File: src/rtl/mc_core_pkg.sv
// mc_core_pkg: shared encodings for the multi-cycle core sequencer.
// State codes, error codes and wait-timer defaults.
package mc_core_pkg;

    localparam logic [2:0] ST_FETCH  = 3'd0;
    localparam logic [2:0] ST_DECODE = 3'd1;
    localparam logic [2:0] ST_EXEC   = 3'd2;
    localparam logic [2:0] ST_MEM    = 3'd3;
    localparam logic [2:0] ST_WB     = 3'd4;
    localparam logic [2:0] ST_HALT   = 3'd5;
    localparam logic [2:0] ST_ERR    = 3'd6;

    localparam logic [1:0] ERR_NONE = 2'b00;
    localparam logic [1:0] ERR_IMEM = 2'b01;
    localparam logic [1:0] ERR_DMEM = 2'b10;
    localparam logic [1:0] ERR_ILL  = 2'b11;

    localparam int DEF_TIMEOUT = 15;
    localparam int WAIT_W      = 8;

endpackage

File: src/rtl/mc_wait_timer.sv
// mc_wait_timer: counts cycles a memory request has waited.
// expired flags the cycle that would be the TIMEOUT-th wait.
module mc_wait_timer
    import mc_core_pkg::*;
#(
    parameter int TIMEOUT = DEF_TIMEOUT
) (
    input  logic clk,
    input  logic rst,
    input  logic clr,
    input  logic inc,
    output logic expired
);

    logic [WAIT_W-1:0] count;

    // wait count, cleared outside wait states, bumped per unacked cycle
    always_ff @(posedge clk) begin
        if (rst || clr) begin
            count <= '0;
        end else if (inc) begin
            count <= count + 1'b1;
        end
    end

    assign expired = (count == WAIT_W'(TIMEOUT - 1));

endmodule

File: src/rtl/mc_core_seq.sv
// mc_core_seq: FETCH/DECODE/EXEC/MEM/WB sequencer with
// variable-latency memories, halt, branch override and errors.
module mc_core_seq
    import mc_core_pkg::*;
#(
    parameter int          XLEN     = 32,
    parameter int          TGT_W    = 16,
    parameter int unsigned PC_RESET = 0,
    parameter int unsigned PC_STEP  = 1,
    parameter int          TIMEOUT  = DEF_TIMEOUT,
    parameter int          CNT_W    = 32
) (
    input  logic             clk,
    input  logic             rst,
    input  logic             clk_en,
    output logic             imem_req,
    output logic [XLEN-1:0]  imem_addr,
    input  logic             imem_ack,
    input  logic [XLEN-1:0]  imem_rdata,
    output logic [XLEN-1:0]  ir,
    output logic             ir_valid,
    input  logic             dec_is_mem,
    input  logic             dec_is_store,
    input  logic             dec_halt,
    input  logic             dec_illegal,
    input  logic             exe_override,
    input  logic [TGT_W-1:0] exe_target,
    output logic             dmem_req,
    output logic             dmem_we,
    input  logic             dmem_ack,
    output logic             rf_we_en,
    output logic [XLEN-1:0]  pc,
    output logic [2:0]       state,
    output logic             halted,
    output logic [1:0]       err_bits,
    output logic [CNT_W-1:0] instret
);

    logic [2:0]      curState;
    logic [2:0]      nextState;
    logic [1:0]      errCode;
    logic [XLEN-1:0] nextPc;
    logic            inWait;
    logic            waitAck;
    logic            expired;

    assign inWait  = (curState == ST_FETCH) || (curState == ST_MEM);
    assign waitAck = ((curState == ST_FETCH) && imem_ack) ||
                     ((curState == ST_MEM) && dmem_ack);

    mc_wait_timer #(
        .TIMEOUT(TIMEOUT)
    ) uTimer (
        .clk    (clk),
        .rst    (rst),
        .clr    (clk_en && !inWait),
        .inc    (clk_en && inWait && !waitAck),
        .expired(expired)
    );

    // state register; reset wins over clock enable
    always_ff @(posedge clk) begin
        if (rst) begin
            curState <= ST_FETCH;
        end else if (clk_en) begin
            curState <= nextState;
        end
    end

    // next state and the error code raised on entering ERR
    always_comb begin
        nextState = curState;
        errCode   = ERR_NONE;
        case (curState)
            ST_FETCH: begin
                if (imem_ack) begin
                    nextState = ST_DECODE;
                end else if (expired) begin
                    nextState = ST_ERR;
                    errCode   = ERR_IMEM;
                end
            end
            ST_DECODE: begin
                if (dec_illegal) begin
                    nextState = ST_ERR;
                    errCode   = ERR_ILL;
                end else if (dec_halt) begin
                    nextState = ST_HALT;
                end else begin
                    nextState = ST_EXEC;
                end
            end
            ST_EXEC:  nextState = dec_is_mem ? ST_MEM : ST_WB;
            ST_MEM: begin
                if (dmem_ack) begin
                    nextState = ST_WB;
                end else if (expired) begin
                    nextState = ST_ERR;
                    errCode   = ERR_DMEM;
                end
            end
            ST_WB:    nextState = ST_FETCH;
            ST_HALT:  nextState = ST_HALT;
            ST_ERR:   nextState = ST_ERR;
            default: begin
                nextState = ST_ERR;
                errCode   = ERR_ILL;
            end
        endcase
    end

    // strobes decoded from state, forced low while in reset
    always_comb begin
        imem_req = 1'b0;
        ir_valid = 1'b0;
        dmem_req = 1'b0;
        dmem_we  = 1'b0;
        rf_we_en = 1'b0;
        halted   = 1'b0;
        if (!rst) begin
            case (curState)
                ST_FETCH:  imem_req = 1'b1;
                ST_DECODE: ir_valid = 1'b1;
                ST_MEM: begin
                    dmem_req = 1'b1;
                    dmem_we  = dec_is_store;
                end
                ST_WB:     rf_we_en = 1'b1;
                ST_HALT:   halted = 1'b1;
                ST_ERR:    halted = 1'b1;
                default:   halted = 1'b0;
            endcase
        end
    end

    // instruction, pc, branch target, retire count and sticky error
    always_ff @(posedge clk) begin
        if (rst) begin
            ir       <= '0;
            pc       <= XLEN'(PC_RESET);
            nextPc   <= XLEN'(PC_RESET);
            instret  <= '0;
            err_bits <= ERR_NONE;
        end else if (clk_en) begin
            if (curState == ST_FETCH && imem_ack) begin
                ir <= imem_rdata;
            end
            if (curState == ST_EXEC) begin
                nextPc <= exe_override ? XLEN'(exe_target)
                                       : pc + XLEN'(PC_STEP);
            end
            if (curState == ST_WB) begin
                pc      <= nextPc;
                instret <= instret + CNT_W'(1);
            end
            if (curState != ST_ERR && nextState == ST_ERR) begin
                err_bits <= errCode;
            end
        end
    end

    assign imem_addr = pc;
    assign state     = curState;

endmodule

File: config.mk
export PLATFORM = sky130hd
export DESIGN_NAME = mc_core_seq
export DESIGN_NICKNAME = d
export VERILOG_FILES = /design/src/rtl/mc_core_pkg.sv /design/src/rtl/mc_wait_timer.sv /design/src/rtl/mc_core_seq.sv
export SDC_FILE = /design/constraint.sdc
export NUM_CORES = 1
export LEC_CHECK = 0
export ABC_AREA = 1
export CAP_MARGIN = 20
export CELL_PAD_IN_SITES_DETAIL_PLACEMENT = 1
export CELL_PAD_IN_SITES_GLOBAL_PLACEMENT = 1
export CORE_ASPECT_RATIO = 1.1
export CORE_MARGIN = 1.5
export CORE_UTILIZATION = 34
export DETAILED_ROUTE_END_ITERATION = 7
export GPL_TIMING_DRIVEN = 0
export PLACE_DENSITY_LB_ADDON = 0.1
export SLEW_MARGIN = 10
export SYNTH_ARGS = -nofsm -noshare
export SYNTH_HDL_FRONTEND = slang
export SYNTH_SLANG_ARGS = --single-unit
File: constraint.sdc
create_clock -name clk -period 1.73 [get_ports clk]
set_input_delay 0.173 -clock clk [delete_from_list [all_inputs] [get_ports clk]]
set_output_delay 0.173 -clock clk [all_outputs]
set_load 0.01 [all_outputs]
# Yosys cells after proc, flatten, opt, wreduce, memory -nomap -nowiden
# Index checks and enable logic that the tools add are counted.
# op_classes
n_mux	26
n_addsub	3
n_eq_ne	9
reduce_logical	18
# op_table
operator	count
$add 32x1->32 const B	2
$mux 32	1
$mux 3	6
$pmux 3 s6	1
$mux 1	14
$eq 3x3->1 const B	4
$add 8x1->8 const B	1
$eq 8x4->1 const B	1
$pmux 2 s4	1
$reduce_and 2->1	4
$eq 3x2->1 const B	2
$logic_and 1x1->1	6
$mux 2	3
$reduce_or 4->1	1
$eq 3x1->1 const B	1
$logic_not 3->1	1
$logic_or 1x1->1	3
$ne 3x3->1 const B	1
$logic_not 1->1	2
$reduce_or 2->1	1
# totals
in_bits	58
register_bits	141
output_inout_bits	139
elab_cells	63

# Depth between registers and ports, before layout
# Gate-level depths: netlist of run 1.
# depth
word_depth	7
mapped_depth	11
ltp_nobuf	11

# By module
# Synthesis of run 1 repeated with hierarchy kept, for this count alone.
# unflattened
cells_unflattened	1098
area_unflattened_um2	7229.4
# by_module_without_submodules
module	cells_per_inst	instances	seq_area_each_um2	area_each_um2
mc_core_seq	1045	1	2662.6	6845.3
mc_wait_timer	53	1	160.2	384.1

# Least setup slack after synthesis of run 1
# Ideal clock, no wire load.
# synth_timing
kind	flip-flop to flip-flop
from	register pc[1], in the netlist imem_addr[1]
to	register nextPc[26]
setup_time_ns	0.132
synth_period_minus_slack_ns	1.694
path_stages_with_launch	11
n_path_buf	0
arrival_time_ns	1.561
path_slack_ns	0.036
required_time_ns	1.598
cell_sequence	dfxtp_1 -> ha_1 -> nand2_1 -> nor2_1 -> nand2_1 -> nor2_2 -> nand2_1 -> nor2_1 -> nand4_1 -> nand2_1 -> a21oi_1
# synth_via
elab_chain_cells	2
# synth_rtl
element	line_no	rtl
start: declaration	mc_core_seq.sv:32	output logic [XLEN-1:0] pc,
start signal: assignment	mc_core_seq.sv:140	pc <= XLEN'(PC_RESET);
start signal: assignment	mc_core_seq.sv:153	pc <= nextPc;
$add 32x1->32	mc_core_seq.sv:150	: pc + XLEN'(PC_STEP);
$mux 32	mc_core_seq.sv:149	nextPc <= exe_override ? XLEN'(exe_target)
end signal: assignment	mc_core_seq.sv:141	nextPc <= XLEN'(PC_RESET);
end signal: assignment	mc_core_seq.sv:149	
end: declaration	mc_core_seq.sv:42	logic [XLEN-1:0] nextPc;
# Every way passes these cells.
# A chain may end at the register's enable or synchronous reset.

# Final worst setup path of run 1
# layout_timing
from	register pc[22], in the netlist imem_addr[22]
to	output port pc[22]
# No word-level cell between the ends.

==> results of run 1 <==
-- cells by family (layout without fill, tap and decap cells) --
kind of cell	Yosys count	count (layout)	synth area share [%]
AO/OA/AOI/OAI	249	249	17.6
XOR/XNOR	14	14	1.68
buffers and inverters	184	444	11.6
AND/OR/NAND/NOR	490	491	29.8
adder cells (fa/ha/maj)	4	4	0.686
flip-flops	141	141	38.7
-- layout make-up --
class	count	area, µm²	share of cell area [%]
multi-input combinational	758	3880	35.9
sequential	141	2890	26.7
timing repair buffer	228	2200	20.3
buffer	71	459	4.25
inverter	113	427	3.94
clock buffer	17	425	3.93
tap	290	363	3.35
clock inverter	15	175	1.62
-- sequential cells by signal, indices dropped and copies added (netlist names) --
name / count
state: 3
instret: 32
imem_addr: 32
err_bits: 2
ir: 32
nextPc: 32
uTimer.count: 8
-- synthesized netlist by cell type --
cell	number	area, µm²
o21a_1	4	30.0
clkbuf_1	26	97.6
xnor2_1	2	17.5
a21oi_2	1	8.76
o21ai_1	2	10.0
buf_4	33	248
clkinv_1	1	3.75
nor2_4	6	67.6
xor2_1	12	105
nand2_2	8	50.1
nor2_2	9	56.3
or2_0	1	6.26
ha_1	4	50.1
o21bai_1	1	7.51
nand2_1	251	942
buf_1	1	3.75
a31oi_1	4	25.0
nand4_2	1	12.5
buf_2	8	40.0
nor3_1	15	75.1
o211ai_1	1	7.51
nand4_4	1	21.3
nor3_2	2	20.0
nor2_8	1	20.0
nand3_1	42	210
nand2_4	2	22.5
dfxtp_1	141	2820
buf_6	3	33.8
nor2_1	120	450
o31ai_1	2	15.0
nand3b_1	9	67.6
nand4_1	18	113
inv_1	108	405
o221ai_1	2	17.5
o21ai_0	96	480
nor4_1	2	12.5
nand3_4	1	17.5
o22ai_1	1	6.26
nor3b_1	1	7.51
a21oi_1	135	676
inv_2	4	15.0
-- critical path: stages (launching register included) --
cell and delay (ns):
dfxtp_1 0.43, buf_4 0.14, clkdlybuf4s50_1 0.52
-- power by group --
group | total, mW | internal (mW) | switching (mW)
clock | 3.78 | 2.17 | 1.61
sequential | 3.43 | 3.35 | 0.0818
combinational | 1.02 | 0.493 | 0.531
-- through the flow --
stage / hold WS (ns) / setup WS (ns) / std cells / util (%) / power [mW]
after floorplan: 0.334 / 0.0365 / 1082 / - / 3.94
after global placement: 0.431 / -0.893 / 1567 / 45.4 / 4.43
after detailed placement: 0.436 / -0.910 / 1567 / 45.4 / 4.45
after CTS: 0.0995 / 0.0114 / 1612 / 49.4 / 8.28
after global routing: 0.111 / -0.0907 / 1633 / 51.1 / 8.57
final: 0.105 / 0.0440 / 1633 / 51.1 / 8.23
-- metal layers --
layer | global-route usage, % | vias to the layer above
met5 | 0 | -
met4 | 7.71 | 0
met3 | 5.08 | 37
met2 | 41.9 | 201
met1 | 29.0 | 3877
li1 | - | 3983
-- final timing paths --
check	slack, ns	cells after the start	endpoint	from
setup / recovery	0.04	2	pc[22]	imem_addr[22]$_SDFFE_PP0P_
hold / removal	0.11	2	state[0]$_SDFFE_PP0P_	clk_en
setup reg to reg	0.06	10	nextPc[14]$_SDFFE_PP0P_	imem_addr[1]$_SDFFE_PP0P_
hold reg to reg	0.44	2	ir[2]$_SDFFE_PP0P_	ir[2]$_SDFFE_PP0P_
-- repair_timing --
action                     4_1_cts  5_1_grt
setup endpoints to repair      117       69
cloned                           1        0
pin swaps                        6       20
setup buffers                   12       21
gates resized for setup         77       79
==> results.json, run 1 <==
{
  "grt_antenna_before_repair": 0,
  "fin_crit_ns": 1.69,
  "cp.required_ns": 1.56,
  "tritoncts": "yes",
  "first_pass_iters": 5,
  "final_cell_mix": "nand2_1, clkdlybuf4s50_1, a21oi_1, inv_1, dfxtp_1",
  "fin_crit_sh_pct": 97.5,
  "io_buffers": 195,
  "holdBufCountCts": 0,
  "critPathMaxFanout": 6,
  "wl_met2_mm": 13.1,
  "clk_latency_ns": 0.43,
  "n_antenna_cell": 0,
  "syn_area_per_cell_um2": 6.75,
  "nFillCells": 2697,
  "seq_area_frac_synth_pct": 38.7,
  "cts-root-buf": "clkbuf_16",
  "final_common_cell": "nand2_1",
  "layout-drive-gt1-share_pct": 18.2,
  "rsz0062_at_grt": "true",
  "cts_sinks": 141,
  "status": "complete, no violations",
  "syn_inst": 1082,
  "rows": 56,
  "grt_usage_pct": 23.9,
  "start_util_pct": 34.5,
  "finalSetupTns_ns": 0,
  "tightest_slew_ns": 0.771,
  "crit_path_start_kind": "flip-flop",
  "final_area_um2": 10800,
  "coreArea_um2": 21200,
  "grt-ovfl-total": 0,
  "fmax_ghz": 0.593,
  "first_iter_violations": 304,
  "slew_headroom_pct": 48.6,
  "grt_max_degree": 17,
  "wl_per_cell_um": 16.4,
  "grt_pass1_vias": 8116,
  "antenna_left": 0,
  "detailed_place_hpwl_mm": 19.5,
  "gp_congestion": 0.872,
  "ys_types": 41,
  "peakVddDrop_v": 0.000705,
  "grt_pass1_wl_mm": 41.8,
  "vias_per_cell": 4.96,
  "ys_ff_latch": 141,
  "leakage_nw": 3.99,
  "wirelength_met1_mm": 11.7,
  "hold_viol_final": 0,
  "synth_area_um2": 7300,
  "area_growth_pct": 48.2,
  "placed_area_um2": 9610,
  "io_pins": 197,
  "clock_skew_ns": 0.0125,
  "top_layer": "met4",
  "htreeDepth": 4,
  "worstHoldPathType": "in -> reg",
  "path_class": "reg -> out",
  "dieArea_um2": 22400,
  "maxCapViolCount": 0,
  "via_count": 8098,
  "numCtsBuffers": 17,
  "die_height_um": 157,
  "wl_met3_mm": 1.56,
  "die_w_um": 143,
  "cp_data_arrival_time_ns": 1.51,
  "clkSlewWorstSetupHoldPaths_ns": 0.07,
  "cp-end-kind": "output port",
  "power_density_nw_per_um2": 761,
  "yosysWarnings": 0,
  "wl_mm": 26.9,
  "finalSetupViolations": 0,
  "fin_nets": 1392,
  "clock_path_buffers": 2,
  "synth_nets": 1144,
  "slew_viol_final": 0,
  "drc": 0
}
Note: power is estimated with default switching activity, not from simulation.
==> run 2: changes to the inputs <==
--- a/config.mk
+++ b/config.mk
@@ -11,8 +11,9 @@
 export CELL_PAD_IN_SITES_GLOBAL_PLACEMENT = 1
 export CORE_ASPECT_RATIO = 1.1
 export CORE_MARGIN = 1.5
-export CORE_UTILIZATION = 34
+export CORE_UTILIZATION = 44
 export DETAILED_ROUTE_END_ITERATION = 7
+export DONT_BUFFER_PORTS = 1
 export GPL_TIMING_DRIVEN = 0
 export PLACE_DENSITY_LB_ADDON = 0.1
 export SLEW_MARGIN = 10
==> results.json, run 2 (synthesis results as in run 1) <==
{
  "status": "finished, violations left",
  "violations": "DRC",
  "grt-ovfl-total": 0,
  "clk_latency_ns": 0.43,
  "numCtsBuffers": 17,
  "use_met1_pct": 34.0,
  "final_common_cell": "nand2_1",
  "die_height_um": 138,
  "gp_congestion": 0.897,
  "start_util_pct": 44.8,
  "cts_sinks": 141,
  "htreeDepth": 4,
  "finalSetupViolations": 0,
  "first_pass_iters": 7,
  "peakVddDrop_v": 0.000673,
  "final_cell_mix": "nand2_1, a21oi_1, inv_1, dfxtp_1, nor2_1",
  "post-route-util_pct": 55.8,
  "busiest_layer": "met2",
  "tightest_slew_ns": 0.778,
  "clock_skew_ns": 0.0105,
  "clkSlewWorstSetupHoldPaths_ns": 0.06,
  "area_growth_pct": 24.6,
  "grt_pass1_vias": 7870,
  "io_pins": 197,
  "placed_cells": 1286,
  "grt_util_met2_pct": 52.7,
  "coreArea_um2": 16300,
  "crit_path_start_kind": "flip-flop",
  "power_density_nw_per_um2": 871,
  "critPathMaxFanout": 5,
  "via_count": 7633,
  "cp_slowest_stage_delay_ns": 0.43,
  "antenna_left": 0,
  "wl_mm": 25.8,
  "cp-end-kind": "flip-flop",
  "fin_hold_ws_ns": 0.0186,
  "fin_nets": 1220,
  "fin_cells": 1375,
  "grt.met3_usage_pct": 7.55,
  "rsz0062_at_grt": "true",
  "layout-drive-gt1-share_pct": 18.6,
  "crit_path_top_delay_cell": "dfxtp_2",
  "slew_headroom_pct": 48.2,
  "n_antenna_cell": 0,
  "dieArea_um2": 17400,
  "die_w_um": 126,
  "hold_viol_final": 0,
  "crit_top_cell": "nand2_1",
  "detailed_place_hpwl_mm": 17.8,
  "finalPower_mw": 7.92,
  "cp.required_ns": 2.09,
  "path_class": "reg -> reg",
  "cts-root-buf": "clkbuf_16",
  "nFillCells": 2106,
  "cp_data_arrival_time_ns": 2.06,
  "wl_per_cell_um": 18.8,
  "grt_usage_pct": 29.6,
  "slew_viol_final": 0,
  "grt_max_degree": 17,
  "drc": 10,
  "grt_antenna_before_repair": 0,
  "io_buffers": 0,
  "leakage_nw": 3.38,
  "maxCapViolCount": 0,
  "tritoncts": "yes",
  "vias_per_cell": 5.55,
  "fin_crit_ns": 1.70,
  "rows": 49,
  "crit_chain": "inv_1, nor3_1, nand2_1, nor2_1, nand2_1, a21oi_1, nand2_1, a21oi_2",
  "clock_path_buffers": 2,
  "fin_crit_sh_pct": 98.2,
  "worstHoldPathType": "in -> reg",
  "grt_pass1_wl_mm": 40.9,
  "first_iter_violations": 360,
  "fmax_ghz": 0.589
}
## run 2: timing repair
item / CTS / global route
hold buffers: 44 / 1
buffers inserted: 3 / 8
pin swaps: 3 / 25
hold endpoints to repair: 46 / 1
resized for setup: 62 / 94
setup endpoints to repair: 103 / 81
cloned: 1 / 0
## run 2: layout make-up
type / instances / area, µm² / area share (%)
plain buffers: 71 / 437 / 4.80
clock buffers: 17 / 425 / 4.68
multi-input cells: 758 / 3920 / 43.1
repair buffers: 56 / 549 / 6.04
inverters: 113 / 428 / 4.71
well taps: 204 / 255 / 2.81
clock inverters: 15 / 173 / 1.90
flip-flops and latches: 141 / 2910 / 32.0
## run 2: final timing paths
check | startpoint | endpoint | slack, ns | cells past startpoint
worst min register to register | nextPc[4]$_SDFFE_PP0P_ | imem_addr[4]$_SDFFE_PP0P_ | 0.46 | 2
worst min-delay path | exe_target[4] | nextPc[4]$_SDFFE_PP0P_ | 0.02 | 2
worst max-delay path | imem_addr[13]$_SDFFE_PP0P_ | nextPc[28]$_SDFFE_PP0P_ | 0.03 | 8
worst max register to register | imem_addr[13]$_SDFFE_PP0P_ | nextPc[28]$_SDFFE_PP0P_ | 0.03 | 8
## run 2: worst max-delay path, delay by kind of cell, from the launching register on
| kind | cells | cell delay [ns] |
|---|---|---|
| buffers and inverters | 1 | 0.17 |
| flip-flops | 1 | 0.43 |
| AND/OR/NAND/NOR | 5 | 0.77 |
| AO/OA/AOI/OAI | 2 | 0.26 |
## run 2: per-layer routing
metal  up-vias  part of all wire (%)
met3        45                   6.1
li1       3668                     -
met4         0                   2.5
met1      3692                    41
met5         -                     0
met2       228                    51
## run 2: through the flow
stage / TNS (ns) / setup WS [ns] / area, µm²
2_1_floorplan: 0 / 0.0365 / 7300
3_3_place_gp: -13.57 / -0.585 / 7550
3_5_place_dp: -14.83 / -0.606 / 7550
4_1_cts: -0.0305 / -0.0283 / 8800
5_1_grt: -0.285 / -0.0551 / 9090
6_report: 0 / 0.0313 / 9090
## run 2: where the power goes
group | switching [mW] | leakage (nW) | internal, mW
Combinational | 0.437 | 1.92 | 0.262
Clock | 1.67 | 0.296 | 2.07
Sequential | 0.147 | 1.17 | 3.34
Total | 2.26 | 3.38 | 5.67
==> run 3: changes to the inputs <==
--- a/config.mk
+++ b/config.mk
@@ -12,9 +12,9 @@
 export CORE_ASPECT_RATIO = 1.1
 export CORE_MARGIN = 1.5
 export CORE_UTILIZATION = 44
+export CTS_CLUSTER_SIZE = 40
 export DETAILED_ROUTE_END_ITERATION = 7
 export DONT_BUFFER_PORTS = 1
-export GPL_TIMING_DRIVEN = 0
 export PLACE_DENSITY_LB_ADDON = 0.1
 export SLEW_MARGIN = 10
 export SYNTH_ARGS = -nofsm -noshare
==> results.json, run 3 (synthesis results as in run 1) <==
{
  "tritoncts": "yes",
  "peakVddDrop_v": 0.000668,
  "numCtsBuffers": 17,
  "gp_congestion": 0.899,
  "violations": "DRC",
  "die_w_um": 126,
  "hold_viol_final": 0,
  "status": "finished, violations left",
  "slew_viol_final": 0,
  "drc": 10,
  "grt-ovfl-total": 0,
  "crit_path_start_kind": "flip-flop",
  "fin_crit_sh_pct": 97.3,
  "via_count": 7590,
  "htreeDepth": 4,
  "io_pins": 197,
  "maxCapViolCount": 0,
  "wl_per_cell_um": 18.4,
  "place_ws_ns": -0.0354,
  "layout-drive-gt1-share_pct": 18.6,
  "dieArea_um2": 17400,
  "post-route-util_pct": 56.7,
  "grt_pass1_vias": 7950,
  "clock_path_buffers": 2,
  "first_pass_iters": 8,
  "grt_pass1_wl_mm": 40.4,
  "first_iter_violations": 275,
  "critPathMaxFanout": 5,
  "grt_max_degree": 65,
  "final_common_cell": "nand2_1",
  "cts-root-buf": "clkbuf_16",
  "cp-end-kind": "flip-flop",
  "area_growth_pct": 26.6,
  "finalSetupViolations": 0,
  "fmax_ghz": 0.594,
  "clock_skew_ns": 0.0134,
  "final_area_um2": 9240,
  "fin_ws_ns": 0.0467,
  "detailed_place_hpwl_mm": 17.3,
  "fin_hold_ws_ns": 0.0400,
  "finalSetupTns_ns": 0,
  "tightest_slew_ns": 0.609,
  "vias_per_cell": 5.44,
  "clkSlewWorstSetupHoldPaths_ns": 0.06,
  "slew_headroom_pct": 59.2,
  "cp_data_arrival_time_ns": 1.98,
  "grt_usage_pct": 28.9,
  "io_buffers": 0,
  "clk_latency_ns": 0.43,
  "antenna_left": 0,
  "leakage_nw": 3.51,
  "rows": 49,
  "coreArea_um2": 16300,
  "path_class": "reg -> reg",
  "fin_nets": 1241,
  "grt_antenna_before_repair": 0,
  "power_density_nw_per_um2": 855,
  "rsz0062_at_grt": "true",
  "start_util_pct": 44.8,
  "worstHoldPathType": "in -> reg",
  "die_height_um": 138,
  "fin_crit_ns": 1.68,
  "cts_sinks": 141,
  "cp.required_ns": 2.03,
  "n_antenna_cell": 0,
  "placed_area_um2": 7880,
  "final_cell_mix": "nand2_1, a21oi_1, dfxtp_1, inv_1, nor2_1",
  "wl_mm": 25.6
}
[run 3: cell types whose count changed in the layout (fill, tap and decap cells not counted), moves of 5 or more]
cell	change
buf_2	-7
clkbuf_2	-6
dfxtp_1	+27
o21ai_0	+15
clkbuf_1	-20
dfxtp_2	-11
nor2_1	+6
o21ai_1	-13
buf_4	+55
dfxtp_4	-16
buf_6	-5
nand2_2	+5
[run 3: final timing paths]
check,start,end,slack [ns],cells past startpoint
worst max-delay path,imem_addr[0]$_SDFFE_PP0P_,nextPc[23]$_SDFFE_PP0P_,0.05,9
worst min-delay path,exe_target[8],nextPc[8]$_SDFFE_PP0P_,0.04,4
worst max register to register,imem_addr[0]$_SDFFE_PP0P_,nextPc[23]$_SDFFE_PP0P_,0.05,9
worst min register to register,nextPc[2]$_SDFFE_PP0P_,imem_addr[2]$_SDFFE_PP0P_,0.46,2
[run 3: routing by layer]
layer / track usage, % / vias to the layer above / share of wire, %
li1: - / 3676 / -
met4: 9.62 / 0 / 2.2
met3: 7.51 / 40 / 6.1
met2: 50.6 / 219 / 50
met5: 0 / - / 0
met1: 34.4 / 3655 / 42
[run 3: what timing repair did]
item	4_1_cts	5_1_grt
resized for setup	12	55
hold buffers	47	0
endpoints found under the setup margin	17	56
pin swaps	0	10
gates cloned	0	1
endpoints found under the hold margin	92	0
buffers inserted	0	8
[run 3: power breakdown]
group | switching (mW) | internal, mW | leakage (nW) | total [mW]
combinational | 0.438 | 0.283 | 2.07 | 0.721
sequential | 0.117 | 3.35 | 1.15 | 3.47
clock | 1.64 | 2.06 | 0.288 | 3.70
total | 2.20 | 5.70 | 3.51 | 7.90
[run 3: critical path: stages (launching register included)]
cell	delay [ns]
dfxtp_2	0.36
buf_4	0.18
inv_1	0.09
nor2_2	0.18
nand2_4	0.12
nor2_4	0.10
buf_4	0.14
nand4_1	0.11
o211ai_1	0.16
a21oi_1	0.11
[run 3: cell type report]
class,count,area (µm²)
Fill cell,2106,7070
Inverter,113,424
Tap cell,204,255
Clock inverter,15,170
Sequential cell,141,2840
Multi-Input combinational cell,757,3800
Clock buffer,17,425
Timing Repair Buffer,149,1330
[run 3: metrics by stage]
step | std cells | total power [mW]
after detailed placement | 1308 | 4.09
after floorplan | 1082 | 3.94
after CTS | 1387 | 7.92
after global routing | 1396 | 8.18
final | 1396 | 7.90
after global placement | 1308 | 4.07
==> variant 1, RTL diff (config.mk and constraints of run 3) <==
Change the package constant `DEF_TIMEOUT` from 15 to 11.
--- a/src/rtl/mc_core_pkg.sv
+++ b/src/rtl/mc_core_pkg.sv
@@ -16,5 +16,5 @@
     localparam logic [1:0] ERR_ILL  = 2'b11;
 
-    localparam int DEF_TIMEOUT = 15;
+    localparam int DEF_TIMEOUT = 11;
     localparam int WAIT_W      = 8;
 
Behaviour: no difference found for any inputs over 4 cycles, from zero or initial values and one cycle with rst high; that may be too few to reach the edited logic, so the function may still have changed.
==> variant 1 against run 3 <==
  * Via count down 0.95%
  * Sequential cell count did not move
  * The run ends with negative hold slack left
  * Final area shrank 1.1%
  * Worst setup slack worse by 0.0014 ns
  * Area after synthesis down 0.55%
  * Power up 2.2%
  * Routed wire length about the same
  * Utilization down 0.41 points
==> variant 1: results (changes against run 3) <==
Compound-Gate Fraction of Synth Area = 17.8% (+0.20 points)
WL/cell = 18.6 um (+1.3%)
fin cells = 1378 (-1.3%)
Layout Skew = 0.0124 ns (-0.000970 ns)
routed via count = 7518 (-0.95%)
Clock Latency Late Sink = 0.44 ns
Hold Path Cell Cnt = 1 (-3)
Detailed Place HPWL = 17100 um (-1.1%)
CP endpoint = nextPc[18]
Final nets = 1223 (-1.5%)
post-placement cell count = 1294 (-1.1%)
placer congestion estimate = 0.826 (-8.1%)
hold-fix buffers at CTS = 43 (-8.5%)
CTS Buffer Depth = 2 (unchanged)
Hold Crit Start = rst
drt first pass iters = 5 (-3)
first-pass GRT wire length = 39600 um (-1.8%)
R2R cell count = 10 (+1)
Post-Synth Adder-Cell Area = 0.690% (+0.0038 points)
crit-path max cell delay = 0.37 ns
layout cells sized above 1 = 17.3% (-1.3 points)
Critical-path top delay cell = dfxtp_4
Hold Crit Endpoint = instret[21]
GRT Resource Usage Total = 29.1% (+0.19 points)
largest delay contributor family on the critical path = simple AND/OR/NAND/NOR gates
Avg Inst Size Synth = 6.80 um^2 (+0.76%)
final hold vios = 52 (+52)
vias in the first global route = 7641 (-3.9%)
synth top area cells = dfxtp_1 (39%), nand2_1 (13%), a21oi_1 (9.4%)
CP max FO = 4 (-1)
xor/xnor cell area share of the yosys netlist = 1.69% (+0.0093 points)
Worst R2R Setup Slack = 0.05 ns
failing checks = negative hold slack
first-iteration detailed-routing DRC count = 415 (+51%)
Post-DP Area = 0.00786 mm^2 (-0.19%)
dpl ws = -0.0488 ns (-0.0133 ns)
Synth cell types = 38 (-7.3%)
Max-slew headroom = 44.0% (-15 points)
VDD IR max = 0.718 mV (+7.5%)
synth cell count leaders = nand2_1 (247), dfxtp_1 (141), a21oi_1 (137)
sequential-to-total area share from yosys stat = 38.9% (+0.21 points)
leakage power = 0.00351 uW (-0.11%)
post-synthesis mux area share = 0% (unchanged)
status = finished, violations left
Max Freq = 594 MHz (about the same)
WP data arrival = 2.06 ns (+0.08 ns)
Hold Slack = -0.187 ns (-0.227 ns)
-- variant 1: changes by cell type after synthesis, moves of 3 or more --
cell	run 3	this run
inv_1	108	105
buf_6	3	0
nand2_2	8	4
nand2_1	251	247
nand4_1	18	21
nor2_2	9	3
-- variant 1: layer usage --
layer	track usage, %	part of all wire (%)	routed length [um]
met3	7.57	6.1	1560
met2	52.0	51	13100
met5	0	0	0
met4	9.60	2.0	515
met1	34.0	41	10500
-- variant 1: report_power, final --
group | switching [uW] | internal [uW] | total, uW
clock | 1640 | 2270 | 3910
sequential | 111 | 3350 | 3460
combinational | 426 | 272 | 698
-- variant 1: final cells by class --
cell class                 instances  area (um^2)
inverter                         111          417
clock inverter                    13          166
multi-input combinational        747         3760
fill                            2109         7110
tap                              204          255
clock buffer                      19          453
timing repair buffer             143         1250
sequential                       141         2840
-- variant 1: what timing repair did --
action                     4_1_cts  5_1_grt
hold endpoints to repair        94       51
pin swaps                        0       12
setup buffers                    0        8
setup endpoints to repair        8       57
gates resized for setup          4       49
cloned                           0        1
==> variant 2, RTL diff (settings of run 3) <==
Made on the original files. Put one more register stage on the output `err_bits`. The value now appears one clock later. The other outputs are not delayed to match.
--- a/src/rtl/mc_core_seq.sv
+++ b/src/rtl/mc_core_seq.sv
@@ -36,4 +36,6 @@
     output logic [CNT_W-1:0] instret
 );
+
+    logic [1:0] err_bits_s0;
 
     logic [2:0]      curState;
@@ -141,5 +143,5 @@
             nextPc   <= XLEN'(PC_RESET);
             instret  <= '0;
-            err_bits <= ERR_NONE;
+            err_bits_s0 <= ERR_NONE;
         end else if (clk_en) begin
             if (curState == ST_FETCH && imem_ack) begin
@@ -155,5 +157,5 @@
             end
             if (curState != ST_ERR && nextState == ST_ERR) begin
-                err_bits <= errCode;
+                err_bits_s0 <= errCode;
             end
         end
@@ -163,4 +165,8 @@
     assign state     = curState;
 
+    always_ff @(posedge clk) begin
+        err_bits <= err_bits_s0;
+    end
+
 endmodule
 
Function: changed (a bounded check fails within 4 cycles, from zero or initial values and one cycle with rst high).
==> variant 2 against run 3 <==
  * Final area down 3.4%
  * Worst setup slack worse by 0.022 ns
  * Sequential cell count up 2
  * Area after synthesis down 0.67%
  * Power down 1.8%
  * Routed wire length down 2.7%
  * Sequential share of layout area up 1.5 points
  * Count of clock-buffer cells in the layout up 1
  * Largest power group unchanged
==> variant 2: results (changes against run 3) <==
routed via count = 7527 (-0.83%)
hold-fix buffers at CTS = 44 (-6.4%)
Avg Inst Size Synth = 6.68 um^2 (-0.94%)
Layout Skew = 0.00867 ns (-0.00470 ns)
synth cell count leaders = nand2_1 (256), dfxtp_1 (143), a21oi_1 (135)
Clk Tree Root Cell = clkbuf_16
max layer used = met4
synth warn = 0 (unchanged)
Final nets = 1230 (-0.89%)
crit-path max cell delay = 0.41 ns (+0.05 ns)
first-iteration detailed-routing DRC count = 322 (+17%)
first-pass GRT wire length = 38800 um (-4.0%)
wl on met1 = 10600 um (-2.1%)
largest net degree at the start of global routing = 69 (+6.2%)
met2 Resource Use GR = 50.3% (-0.33 points)
Synth cell types = 37 (-9.8%)
Tightest Hold Check Type = in -> reg
Post-DP Area = 0.00779 mm^2 (-1.1%)
GR Layer Usage met1 = 33.0% (-1.4 points)
largest delay contributor family on the critical path = flip-flops
GRT Resource Usage Total = 28.1% (-0.79 points)
VDD IR max = 0.717 mV (+7.4%)
Fillers = 2129 (+1.1%)
Post-synth ARST share = 0% (unchanged)
CTS Buffer Depth = 2 (unchanged)
drt first pass iters = 5 (-3)
dpl ws = -0.0479 ns (-0.0125 ns)
Max-slew headroom = 60.8% (+1.6 points)
WL met3 = 1120 um (-28%)
vias in the first global route = 7659 (-3.7%)
WL/cell = 18.0 um (-2.0%)
placer congestion estimate = 0.886 (-1.4%)
leakage power = 0.00339 uW (-3.5%)
Syn Nets = 1147 (+0.26%)
fin cells = 1386 (-0.72%)
synth top area cells = dfxtp_1 (39%), nand2_1 (13%), a21oi_1 (9.3%)
sequential-to-total area share from yosys stat = 39.5% (+0.81 points)
M3 GR Usage = 7.34% (-0.17 points)
switch share = 28.0% (+0.15 points)
layout cells sized above 1 = 15.1% (-3.6 points)
status = finished clean
port buffer count = 0 (unchanged)
CP max FO = 6 (+1)
Detailed Place HPWL = 17000 um (-1.9%)
post-placement cell count = 1304 (-0.31%)
post-cts gate resize count = 8 (-4)
met2 WL = 12700 um (+0.24%)
-- variant 2: changes by cell type after synthesis, sizes merged, moves of 2 or more --
cell / delta
o21ai: +2
inv: +5
dfxtp: +2
nor3b: +2
xor2: +2
nor2: -6
nand3b: -3
nand3: -2
clkbuf: +2
nor3: +2
-- variant 2: cell families after synthesis --
kind of cell,count (synthesis),synth area share [%]
flops,143,39.5
fa+ha+maj,4,0.690
simple gates,482,28.5
xor+xnor,15,1.81
compound gates,251,17.8
buf+inv,190,11.7
-- variant 2: worst paths after layout --
| kind | from | slack (ns) | depth (start not counted) | endpoint |
|---|---|---|---|---|
| worst max-delay path | state[1] | 0.02 | 5 | halted |
| worst min-delay path | exe_target[5] | 0.02 | 2 | nextPc[5] |
| worst max register to register | state[1] | 0.10 | 8 | instret[13] |
| worst min register to register | err_bits_s0[1] | 0.35 | 0 | err_bits[1] |
-- variant 2: power by group through the flow --
stage / Clock, uW / Sequential (uW) / Combinational, uW
floorplan: 0 / 3580 / 393
global placement: 0 / 3580 / 524
detailed placement: 0 / 3590 / 538
CTS: 3610 / 3510 / 659
global route: 3720 / 3530 / 756
finish: 3550 / 3520 / 680
-- variant 2: worst reg2reg max path: cells and delay by family, from the launching register on --
| kind | cells | cell delay, ns |
|---|---|---|
| and+or+nand+nor | 8 | 1.16 |
| DFF | 1 | 0.37 |
-- variant 2: area by class of cell --
class / count / area (um^2) / share of cell area [%]
antenna: 1 / 2.50 / 0.0280
clock buffer: 18 / 439 / 4.92
clock inverter: 14 / 123 / 1.37
inverter: 117 / 439 / 4.92
multi-input combinational: 752 / 3600 / 40.3
sequential: 143 / 2880 / 32.2
tap: 204 / 255 / 2.86
timing repair buffer: 137 / 1190 / 13.4
